[config.mk]
export PLATFORM = sky130hd
export DESIGN_NAME = lfsr_encrypt_engine
export DESIGN_NICKNAME = d
export VERILOG_FILES = /design/src/rtl/lfsr_encrypt_engine.sv
export SDC_FILE = /design/constraint.sdc
export NUM_CORES = 1
export LEC_CHECK = 0
export BUFFER_PORTS_ARGS = -buffer_cell sky130_fd_sc_hd__buf_4
export CORE_ASPECT_RATIO = 1.75
export CORE_MARGIN = 10
export CORE_UTILIZATION = 50
export CTS_BUF_LIST = sky130_fd_sc_hd__clkbuf_4
export DETAILED_ROUTE_END_ITERATION = 16
export MAX_ROUTING_LAYER = met4
export PLACE_DENSITY_LB_ADDON = 0.08
export RECOVER_POWER = 25
export REMOVE_ABC_BUFFERS = 1
export SKIP_LAST_GASP = 1
export SLEW_MARGIN = 25
export SYNTH_ARGS = -nofsm -noshare
export SYNTH_HDL_FRONTEND = slang
export SYNTH_SLANG_ARGS = --single-unit
[constraint.sdc]
create_clock -name Clk -period 3.41 [get_ports Clk]
set_clock_uncertainty 0.05 [all_clocks]
set_input_delay 0.1705 -clock Clk [delete_from_list [all_inputs] [get_ports Clk]]
set_output_delay 0.1705 -clock Clk [all_outputs]
set_load 0.02 [all_outputs]
[src/rtl/lfsr_encrypt_engine.sv]
// lfsr_encrypt_engine
//   Stream-encrypts a 64-byte DataMem region. It first writes a preamble of P
//   LFSR-whitened spaces, then XORs plaintext bytes with the running 7-bit LFSR
//   state. The LFSR advances once after every ciphertext write.
//
// Parameters
//   MSG_BASE  DataMem address of plaintext byte 0
//   CT_BASE   DataMem address of ciphertext byte 0 (64-byte region)
//
// Ports
//   Clk         rising-edge clock
//   Reset       synchronous, active-low reset
//   Start       one-cycle request; it is sampled only in IDLE
//   Seed        initial LFSR state (0 is replaced by 7'h01)
//   TapPattern  LFSR tap mask (used when ENC_TAPLOAD_EN is undefined)
//   TapSel      tap-table index (used when ENC_TAPLOAD_EN is defined)
//   PreLen      requested preamble length; it is clamped to 9..15
//   MemRdData   DataMem read data, valid in the same cycle as MemAddr
//   MemAddr     DataMem address
//   MemWrData   DataMem write data; bit 7 is 0 because DataMem adds parity
//   MemWrEn     DataMem write enable
//   Busy        high in every state except IDLE
//   Done        one-cycle completion pulse
//
// Build option
//   ENC_TAPLOAD_EN  When defined, a FETCH state reads the taps from DataMem
//                   address 130 + min(TapSel, 8) instead of using TapPattern.
//
// All outputs are registered. Each transition computes the outputs that
// belong to the state being entered.

module lfsr_encrypt_engine #(
  parameter int MSG_BASE = 0,
  parameter int CT_BASE  = 64
) (
  input  logic       Clk,
  input  logic       Reset,
  input  logic       Start,
  input  logic [6:0] Seed,
  input  logic [6:0] TapPattern,
  input  logic [3:0] TapSel,
  input  logic [3:0] PreLen,
  input  logic [7:0] MemRdData,
  output logic [7:0] MemAddr,
  output logic [7:0] MemWrData,
  output logic       MemWrEn,
  output logic       Busy,
  output logic       Done
);

  localparam logic [7:0] MSG_A = 8'(MSG_BASE);
  localparam logic [7:0] CT_A  = 8'(CT_BASE);

  typedef enum logic [2:0] {
    S_IDLE,
`ifdef ENC_TAPLOAD_EN
    S_FETCH,
`endif
    S_PRE,
    S_RD,
    S_WR,
    S_DONE
  } state_t;

  state_t     state_q, state_d;
  logic [6:0] lfsr_q, lfsr_d;
  logic [6:0] taps_q, taps_d;
  logic [3:0] p_q, p_d;        // effective preamble length
  logic [3:0] k_q, k_d;        // preamble character index
  logic [5:0] j_q, j_d;        // plaintext character index
  logic [7:0] addr_q, addr_d;
  logic [7:0] data_q, data_d;
  logic       we_q, we_d;
  logic       busy_q, busy_d;
  logic       done_q, done_d;

  logic [3:0] pre_len_eff;
  logic [6:0] seed_eff;

  function automatic logic [6:0] lfsr_adv(input logic [6:0] s, input logic [6:0] t);
    return {s[5:0], ^(s & t)};
  endfunction

  assign pre_len_eff = (PreLen < 4'd9) ? 4'd9 : PreLen;
  assign seed_eff    = (Seed == 7'd0) ? 7'h01 : Seed;

`ifdef ENC_TAPLOAD_EN
  logic [3:0] tap_idx;
  assign tap_idx = (TapSel > 4'd8) ? 4'd8 : TapSel;
  logic unused_ok;
  assign unused_ok = ^{MemRdData[7], TapPattern};
`else
  logic unused_ok;
  assign unused_ok = ^{MemRdData[7], TapSel};
`endif

  always_comb begin
    state_d = state_q;
    lfsr_d  = lfsr_q;
    taps_d  = taps_q;
    p_d     = p_q;
    k_d     = k_q;
    j_d     = j_q;
    addr_d  = addr_q;
    data_d  = data_q;
    we_d    = 1'b0;
    busy_d  = busy_q;
    done_d  = 1'b0;

    case (state_q)
      S_IDLE: begin
        if (Start) begin
          lfsr_d = seed_eff;
          p_d    = pre_len_eff;
          k_d    = 4'd0;
          j_d    = 6'd0;
          busy_d = 1'b1;
`ifdef ENC_TAPLOAD_EN
          state_d = S_FETCH;
          addr_d  = 8'd130 + {4'd0, tap_idx};
          data_d  = 8'd0;
`else
          taps_d  = TapPattern;
          state_d = S_PRE;
          addr_d  = CT_A;
          data_d  = {1'b0, 7'h20 ^ seed_eff};
          we_d    = 1'b1;
`endif
        end
      end

`ifdef ENC_TAPLOAD_EN
      S_FETCH: begin
        taps_d  = MemRdData[6:0];
        state_d = S_PRE;
        addr_d  = CT_A;
        data_d  = {1'b0, 7'h20 ^ lfsr_q};
        we_d    = 1'b1;
      end
`endif

      S_PRE: begin
        lfsr_d = lfsr_adv(lfsr_q, taps_q);
        if (k_q == p_q - 4'd1) begin
          // The last preamble write is under way, so set up the first plaintext read.
          state_d = S_RD;
          addr_d  = MSG_A + {2'd0, j_q};
          data_d  = 8'd0;
        end else begin
          k_d    = k_q + 4'd1;
          addr_d = CT_A + {4'd0, k_q} + 8'd1;
          data_d = {1'b0, 7'h20 ^ lfsr_d};
          we_d   = 1'b1;
        end
      end

      S_RD: begin
        state_d = S_WR;
        data_d  = {1'b0, MemRdData[6:0] ^ lfsr_q};
        addr_d  = CT_A + {4'd0, p_q} + {2'd0, j_q};
        we_d    = 1'b1;
      end

      S_WR: begin
        lfsr_d = lfsr_adv(lfsr_q, taps_q);
        if ({4'd0, p_q} + {2'd0, j_q} == 8'd63) begin
          state_d = S_DONE;
          done_d  = 1'b1;
          addr_d  = 8'd0;
          data_d  = 8'd0;
        end else begin
          j_d     = j_q + 6'd1;
          state_d = S_RD;
          addr_d  = MSG_A + {2'd0, j_q} + 8'd1;
          data_d  = 8'd0;
        end
      end

      S_DONE: begin
        state_d = S_IDLE;
        busy_d  = 1'b0;
        addr_d  = 8'd0;
        data_d  = 8'd0;
      end

      default: begin
        state_d = S_IDLE;
        busy_d  = 1'b0;
        addr_d  = 8'd0;
        data_d  = 8'd0;
      end
    endcase
  end

  always_ff @(posedge Clk) begin
    if (!Reset) begin
      state_q <= S_IDLE;
      lfsr_q  <= 7'd0;
      taps_q  <= 7'd0;
      p_q     <= 4'd0;
      k_q     <= 4'd0;
      j_q     <= 6'd0;
      addr_q  <= 8'd0;
      data_q  <= 8'd0;
      we_q    <= 1'b0;
      busy_q  <= 1'b0;
      done_q  <= 1'b0;
    end else begin
      state_q <= state_d;
      lfsr_q  <= lfsr_d;
      taps_q  <= taps_d;
      p_q     <= p_d;
      k_q     <= k_d;
      j_q     <= j_d;
      addr_q  <= addr_d;
      data_q  <= data_d;
      we_q    <= we_d;
      busy_q  <= busy_d;
      done_q  <= done_d;
    end
  end

  assign MemAddr   = addr_q;
  assign MemWrData = data_q;
  assign MemWrEn   = we_q;
  assign Busy      = busy_q;
  assign Done      = done_q;

endmodule

Word-level counts from Yosys, hierarchy flattened
Index checks and enable logic that the tools add are counted.
- add/sub/neg operators: 9
- $lt $le $gt $ge: 1
- equal/unequal tests: 9
- multiplexer cells: 27
- bitwise logic cells: 5
- reduce and logical (&&, ||, !) cells: 15
- operators by type and width (kind ; count):
    8-bit one-hot mux with 4 select lines ; 1
    7-bit 2-to-1 mux ; 4
    8-bit 2-to-1 mux ; 3
    8-bit one-hot mux with 3 select lines ; 1
    7-bit by 4-bit adder with 8-bit output (first input constant) ; 2
    7-bit one-hot mux with 2 select lines ; 1
    4-bit 2-to-1 mux ; 3
    6-bit 2-to-1 mux ; 2
    3-bit one-hot mux with 4 select lines ; 1
    6-bit one-hot mux with 2 select lines ; 1
    2-bit AND reduction ; 5
    3-bit 2-to-1 mux ; 3
    8-bit by 1-bit adder with 8-bit output (second input constant) ; 1
    8-bit by 6-bit adder with 8-bit output ; 1
    2-bit inequality test (second input constant) ; 4
    4-bit one-hot mux with 2 select lines ; 1
    4-bit by 6-bit adder with 7-bit output ; 1
    6-bit by 1-bit adder with 7-bit output (second input constant) ; 1
    7-bit bitwise AND ; 1
    7-bit by 6-bit equality test with 1-bit output (second input constant) ; 1
    7-bit logical NOT ; 1
    7-bit parity ; 1
    7-bit bitwise XOR ; 1
    6-bit by 1-bit adder with 6-bit output (second input constant) ; 1
    other kinds (15) ; 24
- bits in registers: 50
- input port bits: 33
- output and inout bits: 19
- logic and storage cells: 77

Longest topological paths before layout
- depth in word-level cells: 5
- depth in mapped cells: 10
- depth with buffers taken out: 9

Worst setup path before layout
No wires, ideal clock.
- path kind: register -> register
- from: register p_q[0]
- to: register j_q[2]
- library setup time: 0.120 ns
- arrival time: 2.185 ns
- required time: 3.240 ns
- path slack: 1.055 ns
- stages on the path, launching flop included: 10
- buffers on the path: 0
- period minus slack after synthesis: 2.355 ns
- path through: dfxtp_1 > ha_1 > inv_1 > fa_1 > nand2b_1 > a21oi_1 > xnor2_1 > o211ai_1 > and3_1 > a211o_1
- cells in the longest elaborated chain, start to end: 4
- RTL lines (item ; line ; text):
    start, declared ; 68 ; logic [3:0] p_q, p_d;
    start signal, assigned ; 212 ; p_q <= p_d;
    4-bit by 6-bit adder with 7-bit output ; 166 ; if ({4'd0, p_q} + {2'd0, j_q} == 8'd63) begin
    7-bit by 6-bit equality test with 1-bit output ; 166 ;
    2-bit inequality test (no source line) ; n/a ;
    3-bit AND reduction (no source line) ; n/a ;
    end signal, assigned ; 214 ; j_q <= j_d;
    end, declared ; 70 ; logic [5:0] j_q, j_d;
No other way between the ends.
A chain may end at the register's enable or synchronous reset.

Worst setup path after layout
Ends and elaborated chain as after synthesis.

==> results.md <==
* Outcome: finished, final reports clean
* Max Freq at 0.3535 GHz
* Req. time, crit path at 3640 ps
* Number of global-route vias before repair at 2563
* Boundary Pins at 52
* Global Route Usage Sum at 16.64%
* Clk Latency, worst-skew pair at 370 ps
* Cell row count at 36
* Hold Path Stages at 3
* Reg2Reg Depth at 10
* Fin Setup TNS at 0 ps
* Gate power share at 25.0%
* FF-to-FF End: j_q[2]
* First-pass iteration count of the detailed router at 4
* IO buf count at 45
* Final wirelength at 7423 µm
* Net Switching at 0.4089 mW
* CP arrival at 3060 ps
* Syn_area_per_cell at 8.383 µm²
* Antenna Cells at 0
* Synth Instances at 337
* Post-layout util at 59.21%
* Fraction of layout cells with a size suffix above 1 at 14.36%
* Largest net degree at the start of global routing at 46
* Core footprint at 5540 µm²
* Most frequent cells in the layout: dfxtp_1 (49), nand2_1 (45), buf_4 (35), nor2_1 (28), a21oi_1 (18)
* RSZ-0062 raised after global routing: false
* CP Launch Point: p_q[0]
* Hold Path Class: in2reg
* Peak VDD IR at 0.2483 mV
* Post-synth cell types at 61
* Nets at 423
* Detailed-route DRC error count at 0
* Critical Path Source Type: flop
* Final slew viol count at 0
* Final Hold Violating Endpoints at 0
* Average wire per standard cell at 16.17 µm
* Total CTS buffers at 5
* Clock buffer depth at 2
* EDFF count, synth at 0
* Total grt overflow at 0
* CTS tree: done
* Tot Pwr at 1.230 mW
* Initial DRC count at 164
* Switching part of the total at 33.24%
* Prevailing post-synth register cell: dfxtp_1
* RR Startpoint: p_q[0]
* Async set-reset flop share out of synthesis at 0%
* # clock sinks at 49
* HPWL after DPL at 5537 µm
* Critical setup path kind: reg2reg
* P&R area growth vs syn at 16.12%
* Post-route ant nets at 0
* Rel. slew slack at 27.95%
* Final setup violation count at 0
* R2R Setup Slk at 580 ps
* Int Pwr at 0.8210 mW
* FILL cells at 542
* Clock transition at the registers of the reported paths at 140 ps
* HP Start: PreLen[2]
* Hold Slack at 22.11 ps
* Clk root buf: clkbuf_4
* Commonest non-fill, non-tap cell in the layout: dfxtp_1
* Die Height at 119.4 µm
* Pwr/cell area at 374.9 nW/µm²
* Synth warn at 0
* H-Tree Depth at 2
* Initial antenna violation count at 0
* First-pass GRT wire length at 12230 µm
* #FFs+latches synth at 49
* Hold EP: p_q[2]
* Vias per cell at 5.516
* Pleak at 1.259 nW
* Fin crit period at 2829 ps
* Worst-Margin Slew at 1072 ps
* Crit share post-route at 82.96%
* Die W at 76.82 µm
* DR vias at 2532
* Sequential share of the synthesized area at 34.72%
* Max-cap viol count at 0
* Gpl congestion at 0.8813
* Initial core utilization at 50.99%
* Syn Std Cell Area at 2825 µm²
* Sequential power share at 53.0%
* Die area at 9175 µm²
* Crit. End Element: flop
* Power share of the clock group at 22.1%
* CP max FO at 11
## how the worst max path moves through the flow
stage	endpoint	slack, ps	depth (start not counted)
2_1_floorplan	j_q[2]	800	9
3_3_place_gp	j_q[2]	630	10
3_5_place_dp	j_q[2]	600	10
4_1_cts	j_q[2]	570	10
5_1_grt	j_q[2]	370	10
6_report	j_q[2]	580	10
## Yosys cell counts, drive strengths merged (2+ instances only)
master | n | area, µm²
dfxtp | 49 | 980.9
nand2 | 45 | 168.9
nor2 | 31 | 142.6
a21oi | 18 | 90.09
a21boi | 16 | 120.1
xnor2 | 16 | 147.7
clkbuf | 13 | 48.80
inv | 11 | 41.29
nor2b | 9 | 56.30
buf | 8 | 48.80
nand3 | 8 | 52.55
o21a | 8 | 60.06
o21ai | 8 | 40.04
a22oi | 7 | 52.55
ha | 7 | 87.58
nand2b | 7 | 43.79
nor3 | 7 | 40.04
xor2 | 7 | 61.31
a222oi | 5 | 50.05
mux2i | 5 | 50.05
nor3b | 5 | 37.54
or2 | 5 | 33.78
and2 | 4 | 25.02
nor4 | 3 | 18.77
o211ai | 3 | 22.52
a2111oi | 2 | 42.54
a21o | 2 | 15.01
a22o | 2 | 17.52
and3 | 2 | 12.51
o21bai | 2 | 15.01
o22ai | 2 | 12.51
o31a | 2 | 17.52
or3 | 2 | 12.51
## layout make-up
cell class / count / area (µm²) / share of cell area, %
clock buffer: 5 / 37.54 / 1.144
multi-input combinational: 256 / 1705 / 51.98
sequential: 49 / 980.9 / 29.90
timing repair buffer: 59 / 402.9 / 12.28
inverter: 11 / 41.29 / 1.259
clock inverter: 3 / 17.52 / 0.5339
tap: 76 / 95.09 / 2.899
## sequential cells by signal, indices dropped and copies added, names as in the netlist
signal and cells:
lfsr_q 7, taps_q 7, Busy 1, MemWrData 7, k_q 4, state_q 3, Done 1, MemWrEn 1
MemAddr 8, j_q 6, p_q 4
## cell families (layout without fill, tap and decap cells)
logic type / count (synthesis) / count (layout) / share of synthesized area, %
adders and majority gates: 8 / 8 / 3.809
and+or+nand+nor: 130 / 130 / 23.34
buffers and inverters: 32 / 78 / 4.916
DFF: 49 / 49 / 34.72
xor gates and xnor gates: 24 / 24 / 8.238
other: 1 / 1 / 0.1327
muxes: 6 / 6 / 2.170
AOI/OAI and AO/OA: 87 / 87 / 22.68
## repair_timing
item                                    in CTS  in global routing
setup buffers                                0                  0
endpoints found under the setup margin       0                  0
endpoints found under the hold margin        8                  0
gates resized for setup                      0                  0
hold buffers                                 8                  0
## power by group through the flow
stage	logic [mW]	clock network (mW)	registers [mW]
floorplan	0.177	0	0.674
global placement	0.309	0	0.663
finish	0.307	0.271	0.651
global route	0.335	0.309	0.657
detailed placement	0.312	0	0.664
CTS	0.320	0.285	0.652
## routing by layer
| metal | GRT usage, % | share of wire, % | up-vias |
|---|---|---|---|
| met5 | - | 0 | - |
| met4 | 8.178 | 3.0 | 0 |
| met3 | 3.012 | 3.2 | 20 |
| met2 | 30.35 | 54 | 55 |
| met1 | 16.40 | 40 | 1196 |
| li1 | - | - | 1261 |
## critical path: stages (launching register included)
cell,delay [ps]
dfxtp_1,460
ha_1,200
inv_1,50
fa_1,390
nand2b_1,150
a21oi_1,250
xnor2_1,250
o211ai_1,150
buf_4,220
and3_1,260
a211o_1,300
## per-stage QoR
stage / instances / instance area [µm²] / setup slack (ps)
after floorplan: 316 / 2728 / 804.9
after CTS: 459 / 3341 / 568.7
after global routing: 459 / 3281 / 366.1
final: 459 / 3281 / 581.1
after global placement: 443 / 3206 / 630.3
after detailed placement: 443 / 3206 / 596.6
No activity file was read; power rests on OpenSTA's default activity.
